==> src/rtl/sum_accumulator.sv <==
// sum_accumulator: accumulates COUNT_N adder results per batch into a
// wrapping ACC_W-bit total with sticky overflow, delivered on valid/ready.
//
// Ports:
//   clk        in   clock, rising edge
//   rst        in   asynchronous active-high reset
//   clr        in   synchronous batch abort
//   sum_in     in   5-bit unsigned sample
//   in_valid   in   sample valid
//   in_ready   out  block accepts samples (ACCUM state)
//   acc_out    out  running / completed total
//   overflow   out  sticky, total exceeded 2^ACC_W-1
//   cnt        out  samples accepted in current batch
//   out_valid  out  acc_out holds a completed batch (DONE state)
//   out_ready  in   downstream takes the result
module sum_accumulator #(
    parameter int COUNT_N = 4,
    parameter int ACC_W   = 8
) (
    input  logic             clk,
    input  logic             rst,
    input  logic             clr,
    input  logic [4:0]       sum_in,
    input  logic             in_valid,
    output logic             in_ready,
    output logic [ACC_W-1:0] acc_out,
    output logic             overflow,
    output logic [7:0]       cnt,
    output logic             out_valid,
    input  logic             out_ready
);

    typedef enum logic {
        ACCUM = 1'b0,
        DONE  = 1'b1
    } state_e;

    state_e             state_q, state_d;
    logic [ACC_W-1:0]   acc_q, acc_d;
    logic [7:0]         cnt_q, cnt_d;
    logic               ovf_q, ovf_d;

    // One extra bit so the carry out of the wrap is visible.
    logic [ACC_W:0]     sum_ext;
    logic [7:0]         cnt_inc;

    assign sum_ext = {1'b0, acc_q} + {{(ACC_W-4){1'b0}}, sum_in};
    assign cnt_inc = cnt_q + 8'd1;

    always_ff @(posedge clk or posedge rst) begin
        if (rst) begin
            state_q <= ACCUM;
            acc_q   <= '0;
            cnt_q   <= '0;
            ovf_q   <= 1'b0;
        end else begin
            state_q <= state_d;
            acc_q   <= acc_d;
            cnt_q   <= cnt_d;
            ovf_q   <= ovf_d;
        end
    end

    always_comb begin
        state_d = state_q;
        acc_d   = acc_q;
        cnt_d   = cnt_q;
        ovf_d   = ovf_q;
        if (clr) begin
            state_d = ACCUM;
            acc_d   = '0;
            cnt_d   = '0;
            ovf_d   = 1'b0;
        end else begin
            unique case (state_q)
                ACCUM: begin
                    if (in_valid) begin
                        acc_d = sum_ext[ACC_W-1:0];
                        ovf_d = ovf_q | sum_ext[ACC_W];
                        cnt_d = cnt_inc;
                        if (cnt_inc == 8'(COUNT_N))
                            state_d = DONE;
                    end
                end
                DONE: begin
                    // Result consumed: start the next batch empty.
                    if (out_ready) begin
                        state_d = ACCUM;
                        acc_d   = '0;
                        cnt_d   = '0;
                        ovf_d   = 1'b0;
                    end
                end
                default: state_d = ACCUM;
            endcase
        end
    end

    assign in_ready  = (state_q == ACCUM);
    assign out_valid = (state_q == DONE);
    assign acc_out   = acc_q;
    assign cnt       = cnt_q;
    assign overflow  = ovf_q;

endmodule

==> config.mk <==
export PLATFORM = sky130hd
export DESIGN_NAME = sum_accumulator
export DESIGN_NICKNAME = d
export VERILOG_FILES = /design/src/rtl/sum_accumulator.sv
export SDC_FILE = /design/constraint.sdc
export NUM_CORES = 1
export LEC_CHECK = 0
export CORE_UTILIZATION = 42
export DETAILED_ROUTE_END_ITERATION = 8
export PLACE_DENSITY = 0.82
export SLEW_MARGIN = 15
export SYNTH_ARGS = -nofsm -noshare
export SYNTH_HDL_FRONTEND = slang
export SYNTH_SLANG_ARGS = --single-unit
==> constraint.sdc <==
create_clock -name clk -period 1.7 [get_ports clk]
set_input_delay 0.255 -clock clk [delete_from_list [all_inputs] [get_ports clk]]
set_output_delay 0.255 -clock clk [all_outputs]
set_load 0.005 [all_outputs]
---- Yosys cells after proc, flatten, opt, wreduce, memory -nomap -nowiden ----
Index checks and enable logic that the tools add are counted.
storage, ports and cells
  bits in registers ....................... 18
  output and inout bits ................... 19
  word-level logic and storage cells ...... 28
  input port bits ......................... 10
operators by class
  multiplexer cells ....................... 16
  reduce and logical (&&, ||, !) cells .... 1
  equality and inequality tests ........... 3
  add/sub/neg operators ................... 2
  bitwise gates (word level) .............. 2
operators by type and width
  cell                                                 count
  two-way mux 8 bit                                    5
  one-hot mux 8 bit (2 select lines)                   2
  adder 8 x 5 -> 9 bit                                 1
  adder 8 x 1 -> 8 bit, second input constant          1
  equality test 8 x 3 -> 1 bit, second input constant  1
  two-way mux 1 bit                                    7
  != test 3 bit, second input constant                 2
  one-hot mux 1 bit (2 select lines)                   2
  AND reduction 2 bit                                  1
  inverter 1 bit                                       1
  OR 1 bit                                             1

---- Logic depth before layout (Yosys ltp) ----
Gate-level depths: netlist of run 1.
  depth after elaboration ................. 6
  depth in mapped cells ................... 6

---- Worst setup path before layout of run 1 ----
OpenSTA, ideal clock, no wires.
  kind .................................... flip-flop to flip-flop
  from .................................... register acc_q[0] (netlist: acc_out[0])
  to ...................................... register acc_q[4] (netlist: acc_out[4])
  path buffers ............................ 0
  data arrival time ....................... 1554 ps
  setup time .............................. 131 ps
  data required time ...................... 1569 ps
  stages on the path, launching flop included .. 7
  path slack .............................. 15 ps
  cells stage by stage .................... dfrtp_1 ha_1 fa_1 a21oi_1 and2b_1 nor3_1 o31ai_1
between the ends
  word-level cells in the longest chain between the ends .. 4
ends and longest elaborated chain
  element                             line  text
  from (decl)                         39    logic [ACC_W-1:0] acc_q, acc_d;
  from (signal assigned)              53    acc_q <= '0;
  from (signal assigned)              58    acc_q <= acc_d;
  adder 8 x 5 -> 9 bit                47    assign sum_ext = {1'b0, acc_q} + {{(ACC_W-4){1'b0}}, sum_in};
  two-way mux 8 bit                   77    if (in_valid) begin
  one-hot mux 8 bit (2 select lines)  75    unique case (state_q)
  two-way mux 8 bit                   69    if (clr) begin
Every way passes these cells. The select of a mux whose other input is x is not followed.
A chain may end at the register's enable or synchronous reset.

---- Worst setup path in the final report of run 1 ----
  from .................................... register acc_q[0] (netlist: acc_out[0])
  to ...................................... register acc_q[6] (netlist: acc_out[6])
The elaborated chain is that of the path after synthesis.

==> implementation parameters, run 1 <==
Parameter                              Value

Timing
  Worst slew pin tran    320 ps
  Setup slack of the critical path after layout    13.5 ps
  Skew final    4.99 ps
  Fin. Hold Viols    0
  Relative max-transition margin    78.6%
  Minimum hold slack    277 ps
  Setup-violating endpoint count in the final report    0
  Slew Viols, Final    0
  Unrepaired setup endpoints after global routing    yes
  Post-layout minimum cycle time    1690 ps
  Fmax    593 MHz
  Final worst-path cycle share    99.2%

CTS
  CTS tree    yes
  CTS sink cnt    18
  Clock input transition at the sequential cells of the worst setup and hold paths    110 ps
  Number of hold buffers added after cts    0
  Worst-skew pair later-pin latency    300 ps
  Bufs on Longest Clock Path    2
  CTS Buf Count    3
  Clock tree root driver cell    clkbuf_4
  CTS H-tree lvls    1

Power
  VDD IR-drop max    0.486 mV
  Total power density per cell area    698 mW/mm²
  Final total power    1.11 mW
  Lkg Pwr    0.710 nW

Finish
  Final design utilization    69.0%
  Finished layout cell area    0.00158 mm²
  # diodes    0
  Area overhead of the layout relative to synthesis    48.6%
  Fraction of final layout cells with drive strength greater than 1    21.4%
  Net count reported at finish    177
  Footprint of the multi-input gates    611 µm²
  Sequential cell area    452 µm²
  Layout fillers    188

Setup path
  Critical Path Sink Type    flip-flop
  Worst-path cell chain    ha_2, fa_2, a21oi_4, o211a_1, or4_1, a21oi_1
  Sum of buffers and inverters on the critical path    0
  Cell with the largest stage delay on the worst path    or4_1
  Worst Path Max Fanout    3
  Start-to-end type of the worst setup path    flip-flop to flip-flop
  Worst stage delay on the critical path    390 ps
  Data required time of the critical path    1930 ps
  Cell type group with the largest total delay on the critical path    compound AO/OA/AOI/OAI gates
  Crit path launch type    flip-flop
  Signal arrival time at the worst endpoint    1920 ps

Synthesis
  Sequential share of the synthesized area    42.3%
  Synth async-reset ratio    100%
  Top post-synthesis cells by area    dfrtp_1 (42%), ha_1 (7.0%), o21ai_0 (5.2%), a21oi_1 (4.7%), nand2_1 (4.6%)
  Mapped Cells    110
  Number of different library cells in the post-synthesis netlist    38
  Number of warnings printed during yosys synthesis    0
  Share of the synthesized area in the top cell type    42.3%
  Post-synthesis register bit count    18
  Top cell type by total area after synthesis    dfrtp_1
  Cell area after synthesis    0.00107 mm²
  Total nets after synthesis    127
  Avg Cell Area, Syn    9.69 µm²
  EDFF count, synth    0
  Most common flop cell mapped by yosys    dfrtp_1

Routing
  Remaining number of nets flagged by the antenna check after routing    0
  Drt wl/cell    15.2 µm
  DRC viols    0
  Detailed Route WL    2.84 mm
  Total iterations of the first detailed-routing run    4
  Violation count after the first detailed-route iteration    16
  Vias/cell    5.67
  Number of vias after detailed routing    1061

GRT
  Vias in the first global route    1128
  Pin count of the biggest net entering global routing    19
  Number of antenna violations at the first check in global routing    0
  Residual overflow from global routing    0
  Total routing usage reported by global routing    23.5%
  First-pass GRT wire length    4.73 mm

Placed design
  Placement Setup Slack    -363 ps
  Cell Area, Placed    0.00150 mm²
  Placed wire-length estimate    2.02 mm
  Placer's final routability congestion estimate    0.796
  Port Buffer Count    28

Floorplanning
  Number of rows created at floorplan    17
  Die area    0.00274 mm²
  Count of boundary I/O pins    29
  Floorplan die width    52.4 µm
  Initial standard-cell utilization of the core    46.4%
  Y dimension of the die    52.4 µm
  Core Region    0.00230 mm²

Job
  Max-cap check violation count    0

Outcome
  Status    complete, no violations

Min path
  Hold Path Class    primary input to async pin
[synthesized netlist by cell type, types with 2 or more instances]
| master | number |
|---|---|
| dfrtp_1 | 18 |
| nand2_1 | 13 |
| o21ai_0 | 11 |
| a21oi_1 | 10 |
| ha_1 | 6 |
| inv_1 | 5 |
| nor2_1 | 4 |
| a22o_1 | 3 |
| mux2i_1 | 3 |
| nand4_1 | 3 |
| o31ai_1 | 3 |
| xor2_1 | 3 |
| a21o_1 | 2 |
| nand3_1 | 2 |
[report_power, final]
group | switching, mW | internal, mW
sequential | 0.0278 | 0.453
clock | 0.145 | 0.131
combinational | 0.154 | 0.195
total | 0.327 | 0.779
[flip-flops by register name, summed over array words and instances, names as in the netlist]
register,cells
acc_out,8
cnt,8
out_valid,1
overflow,1
[logic make-up after synthesis]
| kind of cell | synth area share, % |
|---|---|
| AOI/OAI and AO/OA | 21.6 |
| xor gates and xnor gates | 3.29 |
| adders and majority gates | 8.92 |
| buffers and inverters | 3.64 |
| DFF | 42.3 |
| muxes | 2.82 |
| and+or+nand+nor | 17.5 |
[metal layers]
| metal | share of wire, % | vias up | track usage [%] |
|---|---|---|---|
| met1 | 42 | 511 | 25.7 |
| li1 | - | 503 | - |
| met5 | 0 | - | 0 |
| met2 | 52 | 39 | 43.9 |
| met3 | 4.5 | 8 | 4.93 |
| met4 | 1.8 | 0 | 8.33 |
[layout make-up]
class	count	area share, %
multi-input cells	84	38.5
inverters	5	1.18
repair buffers	48	27.3
well taps	28	2.21
clock buffers	4	2.29
flip-flops and latches	18	28.5
[final timing paths]
| kind | from | end | slack (ps) | depth (start not counted) |
|---|---|---|---|---|
| max | acc_out[0] | acc_out[6] | 10 | 6 |
| max reg2reg | acc_out[0] | acc_out[6] | 10 | 6 |
| max in group asynchronous | rst | out_valid | 1200 | 3 |
| min in group clk | sum_in[0] | acc_out[0] | 440 | 3 |
| min reg2reg | cnt[6] | cnt[6] | 540 | 1 |
| min | rst | acc_out[1] | 280 | 3 |
[stage by stage]
stage	instances	setup TNS, ps
finish	187	0
global route	187	-45.3
CTS	186	0
detailed placement	182	-1770
global placement	182	-1440
floorplan	110	0
[cell usage in the layout (no fill, tap or decap), types with 2 or more instances in the layout]
cell type / count
a21o_1: 2
a21oi_1: 9
a22o_1: 3
buf_4: 19
clkbuf_4: 3
clkdlybuf4s50_1: 26
dfrtp_1: 17
dlygate4sd2_1: 2
ha_1: 5
inv_1: 5
mux2i_1: 3
nand2_1: 13
nand3_1: 2
nand4_1: 3
nor2_1: 4
o21ai_0: 10
o21ai_1: 2
o31ai_1: 3
xor2_1: 3
[worst reg2reg max path: cells and delay by family (launching register included)]
kind                       cells  cell delay, ps
AOI/OAI and AO/OA              3             430
adders and majority gates      2             430
DFF                            1             370
and+or+nand+nor                1             390
[repair_timing]
item / in CTS / in global routing
endpoints found under the hold margin: 0 / 0
resized for setup: 10 / 2
setup endpoints to repair: 5 / 5
buffers inserted: 0 / 1
pin swaps: 5 / 2
Note: power is estimated with default switching activity, not from simulation.
==> run 2: changes to the inputs <==
--- a/config.mk
+++ b/config.mk
@@ -7,6 +7,7 @@
 export LEC_CHECK = 0
 export CORE_UTILIZATION = 42
 export DETAILED_ROUTE_END_ITERATION = 8
+export GPL_ROUTABILITY_DRIVEN = 0
 export PLACE_DENSITY = 0.82
 export SLEW_MARGIN = 15
 export SYNTH_ARGS = -nofsm -noshare
==> results of run 2 <==
The final DEF is identical to that of run 1; final timing and power are the same.
